$ cat src/rtl/instruction_fetch_unit.sv
// instruction_fetch_unit
// Per-core fetch/decode sequencer. It drives one read port of the shared
// 256x8 instruction memory, owns the core's program counter, and resolves
// the two-byte JUMNZ branch. It consumes the EN0-EN3/ENALL core-select
// opcodes itself, issues datapath opcodes over a valid/ready handshake,
// and halts on END.
// Optional feature macro: IFU_ILLEGAL_TRAP_EN. When it is defined, an
// undefined opcode sets the sticky `illegal` flag and halts. When it is
// not defined, an undefined opcode is a NOP and `illegal` is tied to 0.
module instruction_fetch_unit #(
    parameter int unsigned CORE_ID    = 0,
    parameter logic [7:0]  START_ADDR = 8'd0
) (
    input  logic       clock,
    input  logic       reset,
    input  logic       start,
    output logic [7:0] addr,
    input  logic [7:0] instruction,
    input  logic       z_flag,
    output logic       op_valid,
    output logic [7:0] opcode,
    input  logic       op_ready,
    output logic       core_en,
    output logic       halted,
    output logic       illegal
);

    typedef enum logic [2:0] {
        S_IDLE,
        S_FETCH,
        S_DECODE,
        S_ISSUE,
        S_OPND_FETCH,
        S_OPND_DECODE,
        S_HALT
    } state_t;

    localparam logic [7:0] OP_EN0   = 8'd3;
    localparam logic [7:0] OP_EN3   = 8'd6;
    localparam logic [7:0] OP_ENALL = 8'd7;
    localparam logic [7:0] OP_END   = 8'd38;
    localparam logic [7:0] OP_JUMNZ = 8'd40;
    // The ENn opcode that selects this particular core.
    localparam logic [7:0] EN_SELF  = 8'(CORE_ID + 32'd3);

    // Opcodes that are handed to the datapath: 8, 9 and 11..36.
    function automatic logic is_datapath_op(input logic [7:0] op);
        return (op == 8'd8) || (op == 8'd9) || ((op >= 8'd11) && (op <= 8'd36));
    endfunction

    state_t     state, state_n;
    logic [7:0] pc, pc_n;
    logic [7:0] addr_n;
    logic [7:0] opcode_n;
    logic       core_en_n;
    logic [7:0] pc_inc;

`ifdef IFU_ILLEGAL_TRAP_EN
    logic illegal_q, illegal_n;
`endif

    // The PC wraps modulo 256, so a JUMNZ at 255 reads its operand from 0.
    assign pc_inc = pc + 8'd1;

    // Next-state, next-PC and next-address decode for the fetch sequencer.
    always_comb begin
        // NOTE: every signal gets its hold value first, so that a branch
        // which does not mention a signal leaves it unchanged instead of
        // inferring a latch.
        state_n   = state;
        pc_n      = pc;
        addr_n    = addr;
        opcode_n  = opcode;
        core_en_n = core_en;
`ifdef IFU_ILLEGAL_TRAP_EN
        illegal_n = illegal_q;
`endif
        case (state)
            S_IDLE, S_HALT: begin
                if (start) begin
                    pc_n      = START_ADDR;
                    addr_n    = START_ADDR;
                    core_en_n = 1'b1;
                    state_n   = S_FETCH;
                end
            end
            S_FETCH: begin
                state_n = S_DECODE;
            end
            S_DECODE: begin
                // Most opcodes fall through to the next sequential fetch.
                state_n = S_FETCH;
                pc_n    = pc_inc;
                addr_n  = pc_inc;
                if ((instruction >= OP_EN0) && (instruction <= OP_EN3)) begin
                    core_en_n = (instruction == EN_SELF);
                end else if (instruction == OP_ENALL) begin
                    core_en_n = 1'b1;
                end else if (instruction == OP_JUMNZ) begin
                    // The operand sits at pc+1 and is fetched whether or not
                    // this core is selected.
                    state_n = S_OPND_FETCH;
                end else if (instruction == OP_END) begin
                    if (core_en) begin
                        state_n = S_HALT;
                        pc_n    = pc;
                        addr_n  = addr;
                    end
                end else if (is_datapath_op(instruction)) begin
                    if (core_en) begin
                        state_n  = S_ISSUE;
                        opcode_n = instruction;
                        pc_n     = pc;
                        addr_n   = addr;
                    end
                end else begin
`ifdef IFU_ILLEGAL_TRAP_EN
                    // Undefined opcodes trap even when this core is deselected.
                    state_n   = S_HALT;
                    pc_n      = pc;
                    addr_n    = addr;
                    illegal_n = 1'b1;
`endif
                end
            end
            S_ISSUE: begin
                // The PC moves only on the edge where the datapath accepts.
                if (op_ready) begin
                    state_n = S_FETCH;
                    pc_n    = pc_inc;
                    addr_n  = pc_inc;
                end
            end
            S_OPND_FETCH: begin
                state_n = S_OPND_DECODE;
            end
            S_OPND_DECODE: begin
                // A non-zero accumulator takes the branch to the operand address.
                pc_n    = z_flag ? pc_inc : instruction;
                addr_n  = pc_n;
                state_n = S_FETCH;
            end
            default: begin
                state_n = S_IDLE;
            end
        endcase
    end

    // Sequencer registers; a synchronous reset aborts any instruction in flight.
    always_ff @(posedge clock) begin
        // NOTE: sequential state is updated with non-blocking assignments
        // only, so every register samples pre-edge values regardless of
        // the order of the statements.
        if (reset) begin
            state   <= S_IDLE;
            pc      <= 8'd0;
            addr    <= 8'd0;
            opcode  <= 8'd0;
            core_en <= 1'b1;
        end else begin
            state   <= state_n;
            pc      <= pc_n;
            addr    <= addr_n;
            opcode  <= opcode_n;
            core_en <= core_en_n;
        end
    end

`ifdef IFU_ILLEGAL_TRAP_EN
    // Sticky illegal-opcode flag; only reset clears it.
    always_ff @(posedge clock) begin
        if (reset) begin
            illegal_q <= 1'b0;
        end else begin
            illegal_q <= illegal_n;
        end
    end

    assign illegal = illegal_q;
`else
    assign illegal = 1'b0;
`endif

    assign op_valid = (state == S_ISSUE);
    assign halted   = (state == S_HALT);

endmodule
$ cat config.mk
export PLATFORM = sky130hd
export DESIGN_NAME = instruction_fetch_unit
export DESIGN_NICKNAME = d
export VERILOG_FILES = /design/src/rtl/instruction_fetch_unit.sv
export SDC_FILE = /design/constraint.sdc
export NUM_CORES = 1
export LEC_CHECK = 0
export BUFFER_PORTS_ARGS = -buffer_cell sky130_fd_sc_hd__buf_4
export CORE_MARGIN = 10
export CORE_UTILIZATION = 48
export CTS_CLUSTER_SIZE = 12
export DETAILED_ROUTE_END_ITERATION = 8
export GPL_TIMING_DRIVEN = 0
export PLACE_DENSITY = 0.8
export SYNTH_ARGS = -nofsm -noshare
export SYNTH_HDL_FRONTEND = slang
export SYNTH_SLANG_ARGS = --single-unit
$ cat constraint.sdc
create_clock -name clock -period 1.8 [get_ports clock]
set_clock_uncertainty 0.2 [all_clocks]
set_input_delay 0.36 -clock clock [delete_from_list [all_inputs] [get_ports clock]]
set_output_delay 0.36 -clock clock [all_outputs]
set_load 0.05 [all_outputs]
==> results of run 1 <==
## power breakdown
part	internal, uW	switching, uW
logic	84.1	116
registers	623	10.1
clock network	226	200
## flip-flops by register name, summed over array words and instances, names as in the netlist
name,cells
addr,8
core_en,1
pc,8
opcode,8
state,3
## final timing paths
| path | endpoint | slack (ns) | cells past startpoint |
|---|---|---|---|
| max reg2reg | addr[7]$_SDFFE_PP0P_ | -0.05 | 6 |
| min reg2reg | addr[4]$_SDFFE_PP0P_ | 0.26 | 2 |
| max | addr[7]$_SDFFE_PP0P_ | -0.05 | 6 |
| min | state[0]$_SDFFE_PP0P_ | 0.1 | 3 |
## cell families after synthesis
logic type | after synthesis | share of synthesized area, %
AOI/OAI and AO/OA | 47 | 25.0
xor gates and xnor gates | 6 | 3.42
adders and majority gates | 2 | 1.47
buffers and inverters | 12 | 3.42
DFF | 28 | 36.5
muxes | 6 | 3.91
other | 1 | 0.244
and+or+nand+nor | 80 | 26.0
## final cells by class
type                    count  area, um^2
well taps                  44        55.1
multi-input cells         142        1090
repair buffers             47         388
clock inverters             1        30.0
inverters                   6        27.5
clock buffers               3        22.5
flip-flops and latches     28         581
fillers                   231         836
plain buffers               4        26.3
## per-layer routing
metal / GRT usage [%] / vias up
met5: 0 / -
met4: 5.58 / 0
met3: 3.30 / 11
met2: 21.6 / 69
met1: 17.3 / 722
li1: - / 751
## worst max-delay path: stages (launching register included)
cell	delay, ns
dfxtp_2	0.36
and3_4	0.18
and3_4	0.19
and3_4	0.19
xor2_2	0.15
a31o_1	0.23
a221o_1	0.27
## stage by stage
step / instance area [um^2] / util [%] / hold slack, ns / std cells
final: 2220 / 72.6 / 0.0971 / 275
after global routing: 2220 / 72.6 / 0.0839 / 275
after CTS: 2040 / 66.8 / 0.0909 / 266
after detailed placement: 1850 / 60.5 / 0.236 / 256
after global placement: 1850 / 60.5 / 0.232 / 256
after floorplan: 1570 / - / 0.243 / 182
## layout by cell type (no fill, tap or decap), types with 4 or more instances in the layout
master,instances
dfxtp_2,4
mux2i_1,6
nand2_1,21
buf_4,41
o21ai_0,5
nand3_1,6
nor2_1,16
dfxtp_4,4
o21ai_1,5
nand2_2,8
a21oi_1,5
buf_6,5
a21o_1,5
dfxtp_1,20
and3_4,4
## what timing repair did
| action | 4_1_cts | 5_1_grt |
|---|---|---|
| resized for setup | 28 | 30 |
| gates cloned | 1 | 0 |
| buffers inserted | 7 | 9 |
| pin swaps | 4 | 12 |
| hold buffers | 0 | 0 |
| setup endpoints to repair | 29 | 28 |
==> results_dict.tcl, run 1 <==
set metrics [dict create \
    post-place-ws_ns -0.353 \
    globalplace.congestion 0.875 \
    maxCapViolCount 0 \
    die_w_um 76.6 \
    grt_pass1_vias 1448 \
    synth_area_per_cell_um2 8.44 \
    outcome "finished, violations left" \
    synth-seq-cells 28 \
    ant_nets 0 \
    h-tree-depth 1 \
    layout.nets 246 \
    met1_length_um 1900 \
    synth_common_cells "nand2_1, dfxtp_1, nor2_1" \
    diodes 0 \
    worstHoldStart "start" \
    fin_setup_tns_ns -0.0918 \
    irDropWorstVdd_uv 352 \
    hold_path_class "in -> reg" \
    critPathCaptureType "flop" \
    placement.io_buffers 30 \
    drv_slew 0 \
    row_count 20 \
    synthCells 182 \
    path_max_fanout 3 \
    leakagePower_uw 0.000961 \
    via_per_inst 5.65 \
    async_flop_share_pct 0 \
    drt_wl_total_um 4390 \
    pin_count 33 \
    path_clk_slew_ns 0.16 \
    finalPower_uw 1260 \
    crit_path_start "pc[4]$_SDFFE_PP0P_" \
    wire_per_inst_um 16.0 \
    drive_gt1_share_pct 44.2 \
    met3_wirelength_um 323 \
    synthDistinctLibCells 52 \
    clock-sinks 28 \
    worstReg2RegStart "pc[4]$_SDFFE_PP0P_" \
    critPathRequiredTime_ns 1.86 \
    seq_area_frac_synth_pct 36.5 \
    met2_length_um 2070 \
    syn-cell-area_um2 1540 \
    timing_worst_setup_path_type "reg -> reg" \
    cts_buffers 3 \
    cts_tree "built" \
    period_needed_ns 1.85 \
    synth_fp_nets 196 \
    start_kind "flop" \
    cts_buffer_depth 2 \
    arrival_ns 1.91 \
    grt_max_degree 17 \
    grt_pass1_wl_um 6850 \
    clock.fmax_ghz 0.540 \
    dr.pass1.iters 5 \
    setup_violations 5 \
    period_share_pct 103 \
    die_y_um 76.6 \
    violations "negative setup slack" \
    yosysMostFrequentCell "nand2_1" \
    hold_violations 0 \
    grt_setup_unrepaired "true" \
    worst_slack_ns -0.0526 \
    powerDensity_nw_per_um2 568 \
    drcViolationCount 0 \
    via_count 1553 \
    die-area_um2 5860 \
    synth.top_cell.area_share_pct 36.5 \
    core_um2 3050 \
    synthTopCellsByArea "dfxtp_1, nand2_1, nor2_1, mux2i_1, o21ai_0" \
    top_layer_used "met4" \
    cts_root_buffer "clkbuf_4" \
    initial_core_util_pct 50.3 \
    antenna_found_initial 0 \
    clk_latency_ns 0.35 \
    drt-initial-drc-count 110 \
    grt_usage_pct 13.7 \
    dp_hpwl_um 2900 \
    yosys_warnings 0 \
    synth_edf_count 0 \
    synthFlopType "dfxtp_1" \
    grt_overflow 0 \
    area_delta_synth_final_pct 44.4 \
    synth_top_area_cell "dfxtp_1" \
]
Note: power is estimated with default switching activity, not from simulation.
==> run 2, diff against run 1 <==
--- a/config.mk
+++ b/config.mk
@@ -5,9 +5,10 @@
 export SDC_FILE = /design/constraint.sdc
 export NUM_CORES = 1
 export LEC_CHECK = 0
+export ABC_AREA = 1
 export BUFFER_PORTS_ARGS = -buffer_cell sky130_fd_sc_hd__buf_4
-export CORE_MARGIN = 10
-export CORE_UTILIZATION = 48
+export CORE_MARGIN = 3
+export CORE_UTILIZATION = 50
 export CTS_CLUSTER_SIZE = 12
 export DETAILED_ROUTE_END_ITERATION = 8
 export GPL_TIMING_DRIVEN = 0
==> results_dict.tcl, run 2 <==
set metrics [dict create \
    outcome "finished, violations left" \
    violations "negative setup slack" \
    switching_share_pct 37.9 \
    post-place-ws_ns -0.402 \
    period_needed_ns 1.82 \
    synth_common_cells "nand2_1, inv_1, nand3_1" \
    p_clk_share_pct 24.7 \
    drive_gt1_share_pct 33.1 \
    drv_slew 0 \
    cts_root_buffer "clkbuf_8" \
    clock.fmax_ghz 0.551 \
    r2r_slack_ns -0.02 \
    h-tree-depth 1 \
    critPathRequiredTime_ns 1.75 \
    stdcell_count 418 \
    path_max_fanout 5 \
    layout.nets 387 \
    grt_overflow 0 \
    start_kind "flop" \
    placement.io_buffers 29 \
    synth_top_area_cell "dfxtp_1" \
    synth.top_cell.area_share_pct 29.2 \
    hold_violations 0 \
    grt_setup_unrepaired "true" \
    dr.pass1.iters 5 \
    syn-cell-area_um2 1920 \
    p_int_uw 1290 \
    period_share_pct 101 \
    cts_buffers 3 \
    via_count 2294 \
    arrival_ns 1.77 \
    worst_slack_ns -0.0162 \
    synthDistinctLibCells 35 \
    final_common_cell "nand2_1" \
    grt_pass1_wl_um 8850 \
    path_clk_slew_ns 0.10 \
    die_y_um 67.9 \
    core_um2 3520 \
    diodes 0 \
    die-area_um2 4610 \
    switchingPower_uw 789 \
    initial_core_util_pct 54.4 \
    globalplace.congestion 0.858 \
    synth-seq-cells 28 \
    maxCapViolCount 0 \
    tightestPinTransition_ns 0.584 \
    row_count 21 \
    clk_latency_ns 0.28 \
    dp_hpwl_um 3810 \
    cts_tree "built" \
    pin_count 33 \
    antenna_found_initial 0 \
    synthFlopType "dfxtp_1" \
    yosysMostFrequentCell "nand2_1" \
    wire_per_inst_um 14.2 \
    ant_nets 0 \
    async_flop_share_pct 0 \
    area_delta_synth_final_pct 40.6 \
    leakagePower_uw 0.00122 \
    critPathCaptureType "flop" \
    drt_wl_total_um 5950 \
    clock-sinks 28 \
    layout_common_cells "nand2_1, buf_4, inv_1" \
    seqPwrFrac_pct 33.5 \
    powerDensity_nw_per_um2 773 \
    grt_pass1_vias 1994 \
    die_w_um 67.9 \
    hold_path_class "in -> reg" \
    synth_edf_count 0 \
    yosys_warnings 0 \
    cts_buffer_depth 2 \
    synthCells 312 \
    whs_path_depth 4 \
    irDropWorstVdd_uv 594 \
    synthTopCellsByArea "dfxtp_1, nand2_1, nand3_1, inv_1, a21oi_1" \
    grt_usage_pct 24.8 \
    grt_max_degree 17 \
    via_per_inst 5.49 \
    power_frac_comb_pct 41.8 \
    seq_area_frac_synth_pct 29.2 \
    synth_area_per_cell_um2 6.14 \
    reg.largest.list "addr: 8 flops, opcode: 8 flops, pc: 8 flops" \
    timing_worst_setup_path_type "reg -> reg" \
    drcViolationCount 0 \
    dp.cells 387 \
    cts_hold_repair.buffers 0 \
    rr_worst_depth 13 \
    synth_fp_nets 326 \
    slew_headroom_pct 61.1 \
    setup_violations 4 \
    drt-initial-drc-count 190 \
]
## run 2: cell types whose count changed in the layout (fill, tap and decap cells not counted), sizes merged, moves of 6 or more
cell,previous run,this run
nand4,1,8
buf,48,65
inv,6,47
nand3,7,33
o21ai,12,20
mux2i,6,0
a21oi,7,29
nand2,29,91
## run 2: final cells by class
class	count	area (um^2)
sequential	28	582
clock inverter	1	30.0
multi-input combinational	224	1250
buffer	11	86.3
clock buffer	3	41.3
tap	46	57.6
fill	286	826
timing repair buffer	57	448
inverter	48	195
## run 2: timing repair
item | 4_1_cts | 5_1_grt
resized for setup | 23 | 49
gates cloned | 1 | 1
setup buffers | 16 | 11
pin swaps | 11 | 13
setup endpoints to repair | 18 | 26
## run 2: kinds of logic after synthesis
kind of cell               count (synthesis)  share of synthesized area, %
DFF                                       28                          29.2
AOI/OAI and AO/OA                         58                          17.8
buffers and inverters                     60                          13.0
adders and majority gates                  1                         0.653
xor gates and xnor gates                   4                          1.83
and+or+nand+nor                          160                          37.3
other                                      1                         0.196
## run 2: per-layer routing
| metal | part of all wire (%) | track usage (%) | vias up |
|---|---|---|---|
| li1 | - | - | 1135 |
| met1 | 42 | 32.2 | 1051 |
| met2 | 49 | 42.6 | 91 |
| met3 | 7.0 | 2.79 | 17 |
| met4 | 2.1 | 7.94 | 0 |
| met5 | 0 | 0 | - |
## run 2: worst paths after layout
| check | start | endpoint |
|---|---|---|
| worst max-delay path | state[1]$_SDFFE_PP0P_ | pc[1]$_SDFFE_PP0P_ |
| worst min-delay path | op_ready | state[0]$_SDFFE_PP0P_ |
| worst max register to register | state[1]$_SDFFE_PP0P_ | pc[1]$_SDFFE_PP0P_ |
| worst min register to register | opcode[4]$_SDFFE_PP0P_ | opcode[4]$_SDFFE_PP0P_ |
## run 2: stage by stage
step | hold WS [ns] | power, uW | TNS [ns] | area (um^2) | utilization (%)
6_report | 0.192 | 2080 | -0.0394 | 2700 | 76.5
4_1_cts | 0.199 | 1980 | 0 | 2470 | 70.1
5_1_grt | 0.213 | 2170 | -1.35 | 2700 | 76.5
2_1_floorplan | 0.243 | 1170 | -1.57 | 1940 | -
3_5_place_dp | 0.238 | 1330 | -6.54 | 2210 | 62.9
3_3_place_gp | 0.234 | 1320 | -5.77 | 2210 | 62.9
## run 2: power by group through the flow
stage | combinational, uW | clock (uW) | sequential (uW)
after floorplan | 431 | 0 | 740
after detailed placement | 640 | 0 | 690
after CTS | 775 | 517 | 693
final | 871 | 514 | 699
after global routing | 929 | 537 | 702
after global placement | 636 | 0 | 688
## run 2: critical path: stages, from the launching register on
cell     delay (ns)
dfxtp_4        0.38
inv_2          0.07
nand2_4        0.05
nor2_4         0.12
nor2_4         0.05
o21ai_4        0.18
inv_2          0.06
nand2_2        0.06
inv_2          0.05
nor2_8         0.14
inv_4          0.07
buf_6          0.13
nand2_1        0.06
a21oi_1        0.06
==> run 3, diff against run 2 <==
--- a/config.mk
+++ b/config.mk
@@ -8,11 +8,11 @@
 export ABC_AREA = 1
 export BUFFER_PORTS_ARGS = -buffer_cell sky130_fd_sc_hd__buf_4
 export CORE_MARGIN = 3
-export CORE_UTILIZATION = 50
+export CORE_UTILIZATION = 40
 export CTS_CLUSTER_SIZE = 12
 export DETAILED_ROUTE_END_ITERATION = 8
 export GPL_TIMING_DRIVEN = 0
-export PLACE_DENSITY = 0.8
+export PLACE_DENSITY = 0.67
 export SYNTH_ARGS = -nofsm -noshare
 export SYNTH_HDL_FRONTEND = slang
 export SYNTH_SLANG_ARGS = --single-unit
==> results_dict.tcl, run 3 (synthesized netlist as in run 2, its figures left out) <==
set metrics [dict create \
    grt_pass1_vias 1949 \
    worstReg2RegStart "state[1]$_SDFFE_PP0P_" \
    path_delay_family "buffers and inverters" \
    grt_pass1_wl_um 8910 \
    tightestPinTransition_ns 0.612 \
    drt-initial-drc-count 171 \
    path_clk_slew_ns 0.10 \
    placement.io_buffers 29 \
    layout.nets 390 \
    dp_hpwl_um 3790 \
    period_needed_ns 1.83 \
    slowest_delay_ns 0.38 \
    grt_usage_pct 20.4 \
    whs_path_depth 3 \
    cts_root_buffer "clkbuf_8" \
    grt_overflow 0 \
    period_share_pct 102 \
    drv_slew 0 \
    irDropWorstVdd_uv 486 \
    area_delta_synth_final_pct 42.6 \
    finalPower_uw 2040 \
    cts_hold_repair.buffers 0 \
    ff_latch_area_um2 583 \
    rr_worst_depth 12 \
    r2r_slack_ns -0.03 \
    pin_count 33 \
    initial_core_util_pct 42.6 \
    die_w_um 75.2 \
    powerDensity_nw_per_um2 746 \
    crit_slowest_cell "dfxtp_4" \
    outcome "finished, violations left" \
    dp.cells 393 \
    path_max_fanout 5 \
    layout_common_cells "nand2_1, buf_4, inv_1" \
    antenna_found_initial 0 \
    hold_end "opcode[0]$_SDFFE_PP0P_" \
    cts_buffer_depth 2 \
    maxCapViolCount 0 \
    cts_buffers 3 \
    reg.largest.list "addr: 8 flops, opcode: 8 flops, pc: 8 flops" \
    clock-sinks 28 \
    die_y_um 75.2 \
    h-tree-depth 1 \
    arrival_ns 1.84 \
    core_um2 4500 \
    path_cells "buf_6, nand3_4, inv_4, nand2_4, o21ai_4, buf_6, a31oi_4, nor2_8, inv_4, buf_6, nand2_2, a21oi_2" \
    via_count 2207 \
    die-area_um2 5660 \
    start_kind "flop" \
    nFillCells 409 \
    clk_latency_ns 0.28 \
    grt_setup_unrepaired "true" \
    drt_wl_total_um 5820 \
    drcViolationCount 0 \
    critPathRequiredTime_ns 1.80 \
    whs_ns 0.198 \
    leakagePower_uw 0.00124 \
    cts_tree "built" \
    drive_gt1_share_pct 35.7 \
    row_count 24 \
    dr.pass1.iters 5 \
    violations "negative setup slack" \
    hold_violations 0 \
    clock.fmax_ghz 0.546 \
    multi_input_area_um2 1280 \
    setup_violations 10 \
    ant_nets 0 \
    worstHoldStart "instruction[0]" \
    via_per_inst 5.17 \
    globalplace.congestion 0.876 \
    wire_per_inst_um 13.6 \
    diodes 0 \
    reg2reg_to "pc[2]$_SDFFE_PP0P_" \
    worst_path_most_repeated_cell "buf_6" \
    final_common_cell "nand2_1" \
    timing_worst_setup_path_type "reg -> reg" \
    grt_max_degree 16 \
    stdcell_count 427 \
    worst_slack_ns -0.0321 \
    critPathCaptureType "flop" \
    slew_headroom_pct 59.2 \
    crit_buf_inv 5 \
    hold_path_class "in -> reg" \
]
run 3: worst max path at each step:
stage | from | to | slack, ns | cells past startpoint
after floorplan | state[0]$_SDFFE_PP0P_ | pc[4]$_SDFFE_PP0P_ | -0.14 | 13
after global placement | instruction[6] | pc[5]$_SDFFE_PP0P_ | -0.43 | 13
after detailed placement | instruction[6] | addr[5]$_SDFFE_PP0P_ | -0.44 | 13
after CTS | state[1]$_SDFFE_PP0P_ | addr[6]$_SDFFE_PP0P_ | 0.002 | 12
after global routing | state[1]$_SDFFE_PP0P_ | pc[2]$_SDFFE_PP0P_ | -0.10 | 12
final | state[1]$_SDFFE_PP0P_ | pc[2]$_SDFFE_PP0P_ | -0.03 | 12
run 3: layout make-up:
cell class | count | area share (%)
repair buffers | 60 | 17.4
flip-flops and latches | 28 | 21.3
plain buffers | 11 | 3.02
inverters | 48 | 7.05
clock buffers | 4 | 2.01
multi-input cells | 224 | 46.8
well taps | 52 | 2.38
run 3: power by group:
part           internal, uW  switching, uW  leakage (uW)
Sequential              648           51.9      0.000231
Clock                   196            201     0.0000288
Combinational           400            541      0.000981
run 3: metrics by stage:
step,area (um^2),utilization (%),setup TNS (ns),setup slack [ns]
floorplan,1940,-,-1.57,-0.138
global placement,2220,49.3,-6.18,-0.430
detailed placement,2220,49.3,-6.74,-0.438
CTS,2490,55.3,0,0.00224
global route,2730,60.7,-1.20,-0.104
finish,2730,60.7,-0.180,-0.0321
run 3: what timing repair did:
action,in CTS,in global routing
resized for setup,21,52
gates cloned,1,1
pin swaps,9,18
endpoints found under the setup margin,17,26
buffers inserted,20,9
run 3: tightest hold or removal path: cells and delay by family:
kind	cells	cell delay, ns
AO/OA/AOI/OAI	2	0.18
buffers and inverters	1	0.11
run 3: layer usage:
layer  GRT usage, %  wire (um)
met1           28.3       2650
met2           33.3       2750
met3           2.27        330
met4           6.41         81
met5              0          0
